## config.mk

```make
export PLATFORM = sky130hd
export DESIGN_NAME = frame_render_scheduler
export DESIGN_NICKNAME = d
export VERILOG_FILES = /design/src/rtl/pong_pkg.sv /design/src/rtl/render_wait_timer.sv /design/src/rtl/frame_render_scheduler.sv
export SDC_FILE = /design/constraint.sdc
export NUM_CORES = 1
export LEC_CHECK = 0
export BUFFER_PORTS_ARGS = -buffer_cell sky130_fd_sc_hd__buf_2
export CORE_ASPECT_RATIO = 0.8
export CORE_MARGIN = 2
export CORE_UTILIZATION = 46
export DETAILED_ROUTE_END_ITERATION = 8
export PLACE_DENSITY = 0.77
export SLEW_MARGIN = 20
export SYNTH_ARGS = -nofsm -noshare
export SYNTH_HDL_FRONTEND = slang
export SYNTH_SLANG_ARGS = --single-unit
```

## constraint.sdc

```tcl
create_clock -name clk -period 1.88 [get_ports clk]
set_clock_uncertainty 0.05 [all_clocks]
set_input_delay 0.188 -clock clk [delete_from_list [all_inputs] [get_ports clk]]
set_output_delay 0.188 -clock clk [all_outputs]
set_load 0.01 [all_outputs]
```

## src/rtl/pong_pkg.sv

```systemverilog
// Shared definitions for the Pong render path: scheduler state encoding,
// coordinate width helpers and the colour constants.
package pong_pkg;

    typedef enum logic [2:0] {
        ST_IDLE    = 3'd0,
        ST_P1_GO   = 3'd1,
        ST_P1_WAIT = 3'd2,
        ST_P2_GO   = 3'd3,
        ST_P2_WAIT = 3'd4,
        ST_B_GO    = 3'd5,
        ST_B_WAIT  = 3'd6
    } sched_state_e;

    localparam logic [2:0] COL_BLACK = 3'b000;
    localparam logic [2:0] COL_WHITE = 3'b111;

    function automatic int x_w(input int screen_x);
        return $clog2(screen_x) + 1;
    endfunction

    function automatic int y_w(input int screen_y);
        return $clog2(screen_y) + 1;
    endfunction

endpackage

```

## src/rtl/render_wait_timer.sv

```systemverilog
// Watchdog counter for a render job: cleared on load, counts while a job is
// pending and flags expiry once it has sat on the last count.
module render_wait_timer #(
    parameter int TIMEOUT = 4096
) (
    input  logic clk,
    input  logic resetn,
    input  logic enable_i,
    input  logic load_i,
    input  logic count_i,
    output logic expired_o
);

    localparam int CW = $clog2(TIMEOUT) + 1;
    localparam logic [CW-1:0] LAST = CW'(TIMEOUT - 1);

    logic [CW-1:0] cnt_q;
    logic [CW-1:0] cnt_d;

    always_comb begin
        cnt_d = cnt_q;
        if (load_i) begin
            cnt_d = '0;
        end else if (count_i && cnt_q != LAST) begin
            cnt_d = cnt_q + CW'(1);
        end
    end

    always_ff @(posedge clk) begin
        if (!resetn) begin
            cnt_q <= '0;
        end else if (enable_i) begin
            cnt_q <= cnt_d;
        end
    end

    assign expired_o = count_i && (cnt_q == LAST);

endmodule

```

## src/rtl/frame_render_scheduler.sv

```systemverilog
// Per-frame sequencer for the Pong renderers: runs paddle 1, paddle 2 and
// ball jobs in order and arbitrates the single VGA plot port between them.
module frame_render_scheduler
    import pong_pkg::*;
#(
    parameter int SCREEN_X = 640,
    parameter int SCREEN_Y = 480,
    parameter int TIMEOUT  = 4096,
    localparam int X_W = x_w(SCREEN_X),
    localparam int Y_W = y_w(SCREEN_Y)
) (
    input  logic           clk,
    input  logic           resetn,
    input  logic           enable,
    input  logic           frame_tick,
    output logic           pulse_clear1,
    output logic           pulse_clear2,
    output logic           ball_start,
    input  logic           done_draw1,
    input  logic           done_draw2,
    input  logic           ball_done,
    input  logic [X_W-1:0] pad_x,
    input  logic [Y_W-1:0] pad_y,
    input  logic [2:0]     pad_col,
    input  logic [X_W-1:0] ball_x,
    input  logic [Y_W-1:0] ball_y,
    input  logic [2:0]     ball_col,
    output logic [X_W-1:0] vga_x,
    output logic [Y_W-1:0] vga_y,
    output logic [2:0]     vga_col,
    output logic           plot,
    output logic           busy,
    output logic           overrun,
    output logic           timeout_err
);

    sched_state_e   state_q, state_d;
    logic           pend_q, pend_d;
    logic           overrun_q, overrun_d;
    logic           tout_q, tout_d;
    logic           pulse1_q, pulse1_d;
    logic           pulse2_q, pulse2_d;
    logic           pulseb_q, pulseb_d;
    logic [X_W-1:0] vga_x_q, vga_x_d;
    logic [Y_W-1:0] vga_y_q, vga_y_d;
    logic [2:0]     vga_col_q, vga_col_d;
    logic           plot_q, plot_d;

    logic           tmr_load, tmr_count, tmr_expired;
    logic           in_wait, job_done;
    sched_state_e   wait_next;

    render_wait_timer #(
        .TIMEOUT(TIMEOUT)
    ) u_timer (
        .clk      (clk),
        .resetn   (resetn),
        .enable_i (enable),
        .load_i   (tmr_load),
        .count_i  (tmr_count),
        .expired_o(tmr_expired)
    );

    always_comb begin
        state_d   = state_q;
        pend_d    = pend_q;
        overrun_d = overrun_q;
        tout_d    = tout_q;
        pulse1_d  = 1'b0;
        pulse2_d  = 1'b0;
        pulseb_d  = 1'b0;
        vga_x_d   = '0;
        vga_y_d   = '0;
        vga_col_d = COL_BLACK;
        plot_d    = 1'b0;
        tmr_load  = 1'b0;
        tmr_count = 1'b0;
        in_wait   = 1'b0;
        job_done  = 1'b0;
        wait_next = ST_IDLE;

        // A tick during a frame is remembered once; later ones are lost.
        if (frame_tick && state_q != ST_IDLE) begin
            overrun_d = 1'b1;
            pend_d    = 1'b1;
        end

        unique case (state_q)
            ST_IDLE: begin
                if (frame_tick || pend_q) begin
                    state_d = ST_P1_GO;
                    pend_d  = 1'b0;
                end
            end
            ST_P1_GO: begin
                pulse1_d = 1'b1;
                tmr_load = 1'b1;
                state_d  = ST_P1_WAIT;
            end
            ST_P1_WAIT: begin
                in_wait   = 1'b1;
                job_done  = done_draw1;
                wait_next = ST_P2_GO;
                vga_x_d   = pad_x;
                vga_y_d   = pad_y;
                vga_col_d = pad_col;
            end
            ST_P2_GO: begin
                pulse2_d = 1'b1;
                tmr_load = 1'b1;
                state_d  = ST_P2_WAIT;
            end
            ST_P2_WAIT: begin
                in_wait   = 1'b1;
                job_done  = done_draw2;
                wait_next = ST_B_GO;
                vga_x_d   = pad_x;
                vga_y_d   = pad_y;
                vga_col_d = pad_col;
            end
            ST_B_GO: begin
                pulseb_d = 1'b1;
                tmr_load = 1'b1;
                state_d  = ST_B_WAIT;
            end
            ST_B_WAIT: begin
                in_wait   = 1'b1;
                job_done  = ball_done;
                wait_next = ST_IDLE;
                vga_x_d   = ball_x;
                vga_y_d   = ball_y;
                vga_col_d = ball_col;
            end
            default: state_d = ST_IDLE;
        endcase

        // Done wins over a coincident expiry, so the error flag stays clear.
        if (in_wait) begin
            tmr_count = 1'b1;
            plot_d    = !job_done;
            if (job_done || tmr_expired) begin
                state_d = wait_next;
                if (!job_done) tout_d = 1'b1;
            end
        end
    end

    always_ff @(posedge clk) begin
        if (!resetn) begin
            state_q   <= ST_IDLE;
            pend_q    <= 1'b0;
            overrun_q <= 1'b0;
            tout_q    <= 1'b0;
            pulse1_q  <= 1'b0;
            pulse2_q  <= 1'b0;
            pulseb_q  <= 1'b0;
            vga_x_q   <= '0;
            vga_y_q   <= '0;
            vga_col_q <= COL_BLACK;
            plot_q    <= 1'b0;
        end else if (enable) begin
            state_q   <= state_d;
            pend_q    <= pend_d;
            overrun_q <= overrun_d;
            tout_q    <= tout_d;
            pulse1_q  <= pulse1_d;
            pulse2_q  <= pulse2_d;
            pulseb_q  <= pulseb_d;
            vga_x_q   <= vga_x_d;
            vga_y_q   <= vga_y_d;
            vga_col_q <= vga_col_d;
            plot_q    <= plot_d;
        end
    end

    assign pulse_clear1 = pulse1_q;
    assign pulse_clear2 = pulse2_q;
    assign ball_start   = pulseb_q;
    assign vga_x        = vga_x_q;
    assign vga_y        = vga_y_q;
    assign vga_col      = vga_col_q;
    assign plot         = plot_q;
    assign busy         = (state_q != ST_IDLE);
    assign overrun      = overrun_q;
    assign timeout_err  = tout_q;

endmodule
```

After elaboration in Yosys (flattened, before gate mapping)
Cells that the tools add are included.
{"block": "op_classes", "n_reduce_logical": 15, "n_addsub": 1, "eq_ne": 8, "n_mux": 21, "bitwise": 1}
{"cell": "13-bit 2-to-1 mux", "count": 2}
{"cell": "11-bit one-hot mux with 2 select lines", "count": 1}
{"cell": "10-bit one-hot mux with 2 select lines", "count": 1}
{"cell": "3-bit one-hot mux with 5 select lines", "count": 1}
{"cell": "13-bit by 1-bit adder with 13-bit output (second input constant)", "count": 1}
{"cell": "13-bit by 12-bit equality test with 1-bit output (second input constant)", "count": 1}
{"cell": "13-bit by 12-bit != test with 1-bit output (second input constant)", "count": 1}
{"cell": "3-bit one-hot mux with 2 select lines", "count": 2}
{"cell": "1-bit 2-to-1 mux", "count": 10}
{"cell": "3-bit equality test (second input constant)", "count": 3}
{"cell": "3-bit 2-to-1 mux", "count": 3}
{"cell": "3-bit by 2-bit equality test with 1-bit output (second input constant)", "count": 2}
{"cell": "3-bit OR reduction", "count": 2}
{"cell": "2-bit AND reduction", "count": 2}
{"cell": "4-bit AND reduction", "count": 1}
{"cell": "3-bit by 1-bit equality test with 1-bit output (second input constant)", "count": 1}
{"cell": "1-bit logical AND", "count": 3}
{"cell": "3-bit zero test", "count": 1}
{"cell": "1-bit one-hot mux with 3 select lines", "count": 1}
{"cell": "3-bit nonzero test", "count": 1}
{"cell": "1-bit logical OR", "count": 2}
{"cell": "2-bit nonzero test", "count": 1}
{"cell": "2-bit OR reduction", "count": 1}
{"cell": "1-bit zero test", "count": 1}
{"cell": "1-bit inverter", "count": 1}
{"block": "word_totals", "regBits": 47, "inputBits": 55, "out_inout_bits": 31, "word_cells": 58}

Longest topological paths before layout
Gate-level depths: netlist of the first run.
{"block": "logic_depth", "word_depth": 8, "mapped_depth": 7, "depth_no_buf": 5}

Modules after synthesis
Synthesis of the first run repeated with hierarchy kept, for this count alone.
{"block": "unflattened", "cells_unflattened": 282, "hier_area_um2": 2738.9}
{"mod": "frame_render_scheduler", "area_each_um2": 1900.6, "seq_area_each_um2": 680.7, "instances": 1, "cells_each": 195}
{"mod": "render_wait_timer", "area_each_um2": 838.3, "seq_area_each_um2": 260.2, "instances": 1, "cells_each": 87}

Least setup slack after synthesis of the first run
No wires, ideal clock.
{"block": "synth_timing", "path_kind": "reg2reg", "startpoint": "reg u_timer.cnt_q[0]", "endpoint": "reg u_timer.cnt_q[10]", "setup_time_ns": 0.135, "t_required_ns": 1.695, "n_path_buf": 0, "synth_period_minus_slack_ns": 1.848, "t_arrival_ns": 1.663, "slack_ns": 0.032, "stages_incl_launch_ff": 6, "cell_sequence": "dfxtp_1 ha_1 nand4_1 or4_1 o311ai_0 o41ai_1"}
{"block": "synth_between", "elab_chain_cells": 4, "word_cells_on_any_way": 7, "cone_classes": "add/sub (1); eq/ne (1); mux (2); reduce/logical (3)"}
{"element": "start: declaration", "line": "render_wait_timer.sv:17", "rtl": "logic [CW-1:0] cnt_q;"}
{"element": "start signal: assignment", "line": "render_wait_timer.sv:33", "rtl": "cnt_q <= cnt_d;"}
{"element": "parallel branches: the longest is 4 deep, another holds 13-bit by 1-bit adder with 13-bit output"}
Several ways; the timed one is not identified. The select of a mux whose other input is x is not followed.
A chain may end at the register's enable or synchronous reset.

Final worst setup path of the first run
{"block": "layout_timing", "startpoint": "reg u_timer.cnt_q[3]", "endpoint": "reg u_timer.cnt_q[9]"}
Same word-level chain as after synthesis.

==> results of run 1 <==
[repair_timing]
item,in CTS,in global routing
pin swaps,0,2
resized for setup,2,6
setup buffers,0,1
endpoints found under the setup margin,2,6
hold buffers,0,0
[critical path, cell delays in order (launching register included)]
cell	delay, ns
dfxtp_2	0.39
nand3_1	0.11
or4_4	0.56
or4_1	0.49
a21oi_1	0.14
[registers in the layout, summed over array words and instances (netlist names)]
signal	cells
u_timer.cnt_q	13
timeout_err	1
vga_col	3
state_q	3
pend_q	1
ball_start	1
overrun	1
vga_y	10
vga_x	11
pulse_clear1	1
plot	1
pulse_clear2	1
[Yosys cell counts, types with 2 or more instances]
master      n  share of area (%)
or4_1       3               0.88
nand4_1     3               0.73
nor2_1     17                2.5
nand3_1     5               0.97
o2bb2ai_1  24                8.2
inv_1       3               0.44
a22oi_1    25                7.3
nand2_1    11                1.6
o31ai_1     2               0.58
and3_1      4               0.97
o21ai_0     6                1.2
a31oi_1     4               0.97
o311ai_0    2               0.68
and2_1     24                5.8
buf_4       2               0.58
nor3_1      3               0.58
or3_1       3               0.73
nor4_1      2               0.49
a21oi_1     9                1.8
a32oi_1     2               0.68
o41ai_1     3                1.0
buf_2       3               0.58
mux2i_1     2               0.78
mux2_2     25                 11
clkbuf_1   19                2.8
nand2b_1    6                1.5
nor4b_1     2               0.68
o211ai_1    3               0.88
a21boi_0    2               0.58
nor2b_1     4               0.97
dfxtp_1    47                 37
[stage by stage]
step / utilization [%] / setup TNS (ns)
6_report: 60.5 / 0
5_1_grt: 60.5 / 0
4_1_cts: 60.1 / 0
3_5_place_dp: 58.4 / -0.0492
3_3_place_gp: 58.4 / 0
2_1_floorplan: - / 0
[cell type report]
cell class / count / area (um2)
Timing Repair Buffer: 109 / 622
Sequential cell: 47 / 945
Multi-Input combinational cell: 210 / 1520
Clock buffer: 6 / 82.6
Tap cell: 65 / 81.3
Fill cell: 480 / 2130
Inverter: 3 / 11.3
Clock inverter: 1 / 5.00
[worst min path at each step]
stage,from,cells after the start,to
after detailed placement,u_timer.cnt_q[12],2,u_timer.cnt_q[12]
final,frame_tick,3,overrun
after CTS,frame_tick,3,overrun
after floorplan,frame_tick,2,overrun
after global placement,overrun,2,overrun
after global routing,frame_tick,3,overrun
[power breakdown]
group	switching (mW)	total [mW]	internal, mW
sequential	0.0105	1.02	1.01
combinational	0.182	0.356	0.175
clock	0.323	0.612	0.289
[routing by layer]
metal	vias up	routed length, um	global-route usage, %	share of wire, %
li1	1263	-	-	-
met1	1217	2960	28.9	45
met2	82	3190	37.0	49
met3	4	326	3.73	5.0
met4	0	47	4.10	0.72
met5	-	0	0	0
[cell families after synthesis]
group	Yosys count	synth area share [%]
compound gates	89	26.2
xor+xnor	1	0.341
fa+ha+maj	1	0.487
buf+inv	27	4.39
flops	47	36.6
mux	27	11.7
simple gates	92	20.2
==> flow_metrics.py, run 1 <==
metrics = {
    "floorplanning": {
        "core_mm2": 0.00541,
        "fp-row-count": 24,
        "fp.dieArea_mm2": 0.00620,
        "die-height_um": 70.8,
        "initial_core_util_pct": 47.5,
        "fp.dieW_um": 87.5,
        "ios": 86,
    },
    "sta": {
        "rsz0062_at_grt": "false",
        "fmax_mhz": 557,
        "fin_crit_sh_pct": 95.5,
        "worstMarginPinSlew_ns": 0.487,
        "min_period_ns": 1.80,
        "relSlewSlack_pct": 67.2,
        "drv_slew": 0,
        "final_hold_viol_count": 0,
        "layout_setup_ws_ns": 0.0838,
        "setup_viol": 0,
        "holdWs_ns": 0.128,
    },
    "clocking": {
        "tritoncts": "built",
        "cts-htree-levels": 2,
        "path_clk_slew_ns": 0.09,
        "clkLatencyLatePin_ns": 0.29,
        "cts_root_buffer": "clkbuf_8",
        "cts_sinks": 47,
        "cts_buffers": 5,
        "clockBufferDepth": 2,
    },
    "worst_setup_path": {
        "crit_type": "register to register",
        "arrival_ns": 1.98,
        "r2r_start": "u_timer.cnt_q[3]",
        "crit_path_start_kind": "register",
        "r2r_end": "u_timer.cnt_q[9]",
        "cp_max_fo": 6,
        "worstPathRequired_ns": 2.06,
        "crit_path_end": "u_timer.cnt_q[9]",
        "r2r_slack_ns": 0.08,
        "cp-startpoint": "u_timer.cnt_q[3]",
        "worstRegToRegCells": 4,
        "endpoint_kind": "register",
    },
    "logic_synthesis": {
        "ys_warn_count": 0,
        "syn_nets": 340,
        "syn-cell-area_mm2": 0.00257,
        "ys_seq_elements": 47,
        "synth_cell_type_count": 45,
        "synth_area_per_cell_um2": 9.04,
        "syn-instance-count": 284,
        "ys_seq_area_share_pct": 36.6,
        "ys_async_sr_fraction_pct": 0,
        "synth_edf_count": 0,
        "ys.flop_type": "dfxtp_1",
    },
    "routing": {
        "vias": 2566,
        "routedWlPerCell_um": 14.8,
        "post_drt_via_cell_ratio": 5.82,
        "ant_nets": 0,
        "drt_iter0_markers": 256,
        "drc_errors": 0,
        "wl_mm": 6.53,
        "first_pass_iters": 5,
    },
    "global_route": {
        "antenna_found_initial": 0,
        "grt_max_degree": 36,
        "grt_pass1_wl_mm": 11.0,
        "grt_overflow": 0,
        "grt_pass1_vias": 2385,
        "track_usage_pct": 21.7,
    },
    "worst_hold_path": {
        "hold_path.class": "primary input to register",
    },
    "finish": {
        "diodes": 0,
        "final-instance-count-excl-fill": 441,
        "area_growth_pct": 27.4,
        "fin_area_mm2": 0.00327,
        "final_common_cell": "buf_2",
        "drive_above_1_share_pct": 40.4,
        "finalNetCount": 432,
        "most-common-layout-cells": "85 x buf_2, 44 x dfxtp_1, 25 x mux2_2, 25 x a22oi_1",
    },
    "placed_design": {
        "port_buffers": 85,
        "place_ws_ns": -0.0340,
        "gp_congestion": 0.860,
        "dp_hpwl_mm": 4.78,
        "placed_cell_area_mm2": 0.00316,
        "dp_cells": 433,
    },
    "pwr": {
        "leakagePower_nw": 1.35,
        "p_total_mw": 1.99,
        "vdd_drop_max_mv": 0.446,
        "cellPowerDensity_mw_per_mm2": 609,
    },
    "flow_run": {
        "max_cap_viol_count": 0,
    },
    "outcome": {
        "status": "finished, final reports clean",
    },
}
No activity file was read; power rests on OpenSTA's default activity.
==> run 2: changes to the inputs <==
CORE_MARGIN = 5   (was 2)
==> flow_metrics.py, run 2 (same netlist as run 1, synthesis figures left out) <==
metrics = {
    "outcome": {
        "status": "finished, final reports clean",
    },
    "worst_setup_path": {
        "cp_max_fo": 5,
        "critPathTopFamily": "simple AND/OR/NAND/NOR gates",
        "crit_type": "register to register",
        "worstPathRequired_ns": 2.06,
        "endpoint_kind": "register",
        "worst-path-buf-inv": 0,
        "slowest_stage": "or4_4",
        "arrival_ns": 2.00,
        "cpPeakStageDelay_ns": 0.49,
        "crit_path_start_kind": "register",
        "crit_chain": "ha_2, nand4_1, or4_4, or3_1, a21oi_2",
    },
    "finish": {
        "final_common_cell": "buf_2",
        "regMostFlops": "u_timer.cnt_q",
        "drive_above_1_share_pct": 41.0,
        "finalNetCount": 430,
        "final-instance-count-excl-fill": 451,
        "most-common-layout-cells": "85 x buf_2, 42 x dfxtp_1, 25 x mux2_2, 25 x a22oi_1",
        "area_growth_pct": 27.0,
        "largest_reg_flops": 13,
        "fillCellCount": 504,
        "diodes": 0,
        "finish.utilization_pct": 60.0,
    },
    "routing": {
        "drc_errors": 0,
        "drt_iter0_markers": 161,
        "post_drt_via_cell_ratio": 5.53,
        "wl_mm": 6.92,
        "routedWlPerCell_um": 15.3,
        "ant_nets": 0,
        "first_pass_iters": 4,
        "vias": 2493,
    },
    "global_route": {
        "grt_max_degree": 29,
        "grt_pass1_wl_mm": 11.2,
        "antenna_found_initial": 0,
        "grt_overflow": 0,
        "track_usage_pct": 19.0,
        "grt_pass1_vias": 2340,
    },
    "sta": {
        "tns_ns": 0,
        "fin_crit_sh_pct": 96.6,
        "drv_slew": 0,
        "relSlewSlack_pct": 62.4,
        "final_hold_viol_count": 0,
        "fmax_mhz": 550,
        "setup_viol": 0,
        "min_period_ns": 1.82,
        "worstMarginPinSlew_ns": 0.563,
    },
    "worst_hold_path": {
        "hold_path.class": "primary input to register",
    },
    "clocking": {
        "clockBufferDepth": 2,
        "clkLatencyLatePin_ns": 0.29,
        "cts_sinks": 47,
        "tritoncts": "built",
        "cts_setup_buffers": 0,
        "cts_root_buffer": "clkbuf_8",
        "cts-htree-levels": 2,
        "cts_buffers": 5,
        "holdBufCountCts": 0,
        "path_clk_slew_ns": 0.08,
    },
    "pwr": {
        "vdd_drop_max_mv": 0.366,
        "cellPowerDensity_mw_per_mm2": 593,
        "leakagePower_nw": 1.33,
        "p_total_mw": 1.93,
    },
    "floorplanning": {
        "core_mm2": 0.00544,
        "fp-row-count": 24,
        "fp.dieW_um": 93.5,
        "ios": 86,
        "die-height_um": 76.8,
        "initial_core_util_pct": 47.2,
        "fp.dieArea_mm2": 0.00718,
    },
    "placed_design": {
        "gp_congestion": 0.910,
        "dp_hpwl_mm": 5.06,
        "port_buffers": 85,
        "dp_cells": 445,
    },
    "flow_run": {
        "max_cap_viol_count": 0,
    },
}
-- run 2: worst reg2reg max path, cell delays in order, from the launching register on --
cell and delay (ns):
dfxtp_1 0.35, ha_2 0.18, nand4_1 0.17, or4_4 0.49, or3_1 0.37, a21oi_2 0.14
-- run 2: timing repair --
action / CTS / global route
endpoints found under the setup margin: 20 / 6
pin swaps: 0 / 2
resized for setup: 3 / 11
hold endpoints to repair: 0 / 0
-- run 2: worst paths after layout --
check / start / endpoint / slack, ns / cells after the start
hold / removal: frame_tick / overrun / 0.14 / 3
hold reg to reg: overrun / overrun / 0.42 / 2
setup reg to reg: u_timer.cnt_q[0] / u_timer.cnt_q[8] / 0.06 / 5
setup / recovery: u_timer.cnt_q[0] / u_timer.cnt_q[8] / 0.06 / 5
-- run 2: per-stage QoR --
stage / worst slack (ns) / hold WS [ns] / area [um2]
2_1_floorplan: 0.0321 / 0.300 / 2570
3_3_place_gp: 0.0405 / 0.391 / 3160
3_5_place_dp: -0.0456 / 0.403 / 3160
4_1_cts: 0.00646 / 0.123 / 3240
5_1_grt: -0.0145 / 0.163 / 3260
6_report: 0.0633 / 0.137 / 3260
-- run 2: report_power, final --
group	internal, mW	leakage, nW	switching, mW
Combinational	0.166	0.911	0.178
Clock	0.249	0.0371	0.314
Sequential	1.01	0.382	0.0123
-- run 2: layer usage --
| layer | global-route usage [%] | vias to the layer above | wire, um |
|---|---|---|---|
| met5 | 0 | - | 0 |
| met4 | 6.00 | 0 | 72 |
| met3 | 3.82 | 6 | 467 |
| met2 | 29.7 | 84 | 3240 |
| met1 | 26.1 | 1150 | 3140 |
| li1 | - | 1253 | - |
-- run 2: layout make-up --
class	count	area (um2)	share of cell area [%]
Clock buffer	6	72.6	2.23
Inverter	3	11.3	0.345
Multi-Input combinational cell	210	1540	47.3
Sequential cell	47	947	29.0
Tap cell	78	97.6	2.99
Timing Repair Buffer	107	591	18.1
==> run 3: changes to the inputs <==
PLACE_DENSITY = 0.78   (was 0.77)
==> flow_metrics.py, run 3 (same netlist as run 1, synthesis figures left out) <==
metrics = {
    "global_route": {
        "grt_util_met2_pct": 30.5,
        "grt_max_degree": 37,
        "globalRouteMet3Util_pct": 4.31,
        "grt_pass1_vias": 2409,
        "busiest_layer": "met2",
        "grt_pass1_wl_mm": 11.3,
        "grt_overflow": 0,
        "antenna_found_initial": 0,
        "grtUsageMet1_pct": 26.0,
        "track_usage_pct": 19.0,
    },
    "sta": {
        "drv_slew": 0,
        "relSlewSlack_pct": 74.5,
        "rsz0062_at_grt": "true",
        "fmax_mhz": 546,
        "min_period_ns": 1.83,
        "fin_crit_sh_pct": 97.4,
        "final_hold_viol_count": 0,
        "worstMarginPinSlew_ns": 0.382,
        "setup_viol": 0,
        "holdWs_ns": 0.115,
        "layout_setup_ws_ns": 0.0484,
    },
    "floorplanning": {
        "initial_core_util_pct": 47.2,
        "fp-row-count": 24,
        "die-height_um": 76.8,
        "fp.dieW_um": 93.5,
        "core_mm2": 0.00544,
        "ios": 86,
        "fp.dieArea_mm2": 0.00718,
    },
    "routing": {
        "routedWlPerCell_um": 15.5,
        "drc_errors": 0,
        "drt_iter0_markers": 131,
        "wl_mm": 7.04,
        "first_pass_iters": 4,
        "ant_nets": 0,
        "vias": 2517,
        "post_drt_via_cell_ratio": 5.56,
    },
    "pwr": {
        "cellPowerDensity_mw_per_mm2": 590,
        "pwr-share-comb_pct": 17.8,
        "vdd_drop_max_mv": 0.327,
        "power.internal_mw": 1.44,
        "clockPowerShare_pct": 30.6,
        "swShare_pct": 27.2,
        "leakagePower_nw": 1.35,
        "seq_power_share_pct": 51.6,
        "power_switching_mw": 0.540,
    },
    "finish": {
        "most-common-layout-cells": "86 x buf_2, 43 x dfxtp_1, 25 x mux2_2, 25 x a22oi_1",
        "fin_area_mm2": 0.00335,
        "drive_above_1_share_pct": 41.9,
        "final_common_cell": "buf_2",
        "diodes": 0,
        "largest_reg_flops": 13,
        "regMostFlops": "u_timer.cnt_q",
        "area_growth_pct": 30.7,
        "finalNetCount": 430,
    },
    "placed_design": {
        "dp_hpwl_mm": 4.96,
        "gp_congestion": 0.817,
        "port_buffers": 85,
        "placed_cell_area_mm2": 0.00316,
        "place_ws_ns": -0.0267,
    },
    "worst_hold_path": {
        "hold_path.class": "primary input to register",
    },
    "worst_setup_path": {
        "crit_path_start_kind": "register",
        "worstPathRequired_ns": 2.01,
        "arrival_ns": 1.96,
        "cp_max_fo": 3,
        "crit_type": "register to register",
        "endpoint_kind": "register",
    },
    "clocking": {
        "clockBufferDepth": 2,
        "path_clk_slew_ns": 0.09,
        "cts_root_buffer": "clkbuf_8",
        "tritoncts": "built",
        "cts_buffers": 5,
        "cts_sinks": 47,
        "cts-htree-levels": 2,
        "clkLatencyLatePin_ns": 0.29,
        "holdBufCountCts": 0,
    },
    "outcome": {
        "status": "finished, final reports clean",
    },
    "flow_run": {
        "max_cap_viol_count": 0,
    },
}
run 3: cell types whose count changed in the layout (fill, tap and decap cells not counted), sizes merged:
cell / change
clkinvlp: +2
clkbuf: -1
clkinv: +1
run 3: path summary, 6_finish.rpt:
path | from | endpoint | slack [ns] | depth (start not counted)
worst max-delay path | u_timer.cnt_q[0] | u_timer.cnt_q[10] | 0.05 | 5
worst min-delay path | resetn | u_timer.cnt_q[1] | 0.11 | 3
worst max register to register | u_timer.cnt_q[0] | u_timer.cnt_q[10] | 0.05 | 5
worst min register to register | timeout_err | timeout_err | 0.42 | 2
run 3: timing repair:
| item | in CTS | in global routing |
|---|---|---|
| pin swaps | 0 | 6 |
| buffers inserted | 0 | 2 |
| cloned | 0 | 1 |
| endpoints found under the setup margin | 2 | 33 |
| gates resized for setup | 2 | 19 |
run 3: final cells by class:
| class | count | area [um2] |
|---|---|---|
| clock buffer | 5 | 68.8 |
| clock inverter | 3 | 20.0 |
| fill | 500 | 2080 |
| inverter | 3 | 11.3 |
| multi-input combinational | 210 | 1590 |
| sequential | 47 | 951 |
| tap | 78 | 97.6 |
| timing repair buffer | 107 | 621 |
run 3: critical path: stages (launching register included):
cell	delay, ns
dfxtp_4	0.38
ha_4	0.12
nand4_1	0.16
or4_4	0.61
o311ai_4	0.29
o41ai_2	0.11
run 3: metrics by stage:
stage | setup TNS (ns) | power [mW] | util, % | cells
floorplan | 0 | 1.25 | - | 284
finish | 0 | 1.98 | 61.7 | 453
global route | -0.134 | 2.09 | 61.7 | 453
detailed placement | -0.0267 | 1.39 | 58.1 | 442
global placement | 0 | 1.38 | 58.1 | 442
CTS | 0 | 2.00 | 59.9 | 450
run 3: per-layer routing:
layer / vias up / share of wire [%]
met3: 7 / 6.0
met1: 1187 / 45
met4: 0 / 0.67
li1: 1253 / -
met2: 70 / 48
met5: - / 0
run 3: power by group through the flow:
stage / Sequential (mW) / Combinational (mW) / Clock, mW
global route: 1.03 / 0.388 / 0.673
detailed placement: 1.05 / 0.347 / 0
global placement: 1.05 / 0.337 / 0
CTS: 1.02 / 0.348 / 0.632
floorplan: 1.05 / 0.199 / 0
finish: 1.02 / 0.352 / 0.606
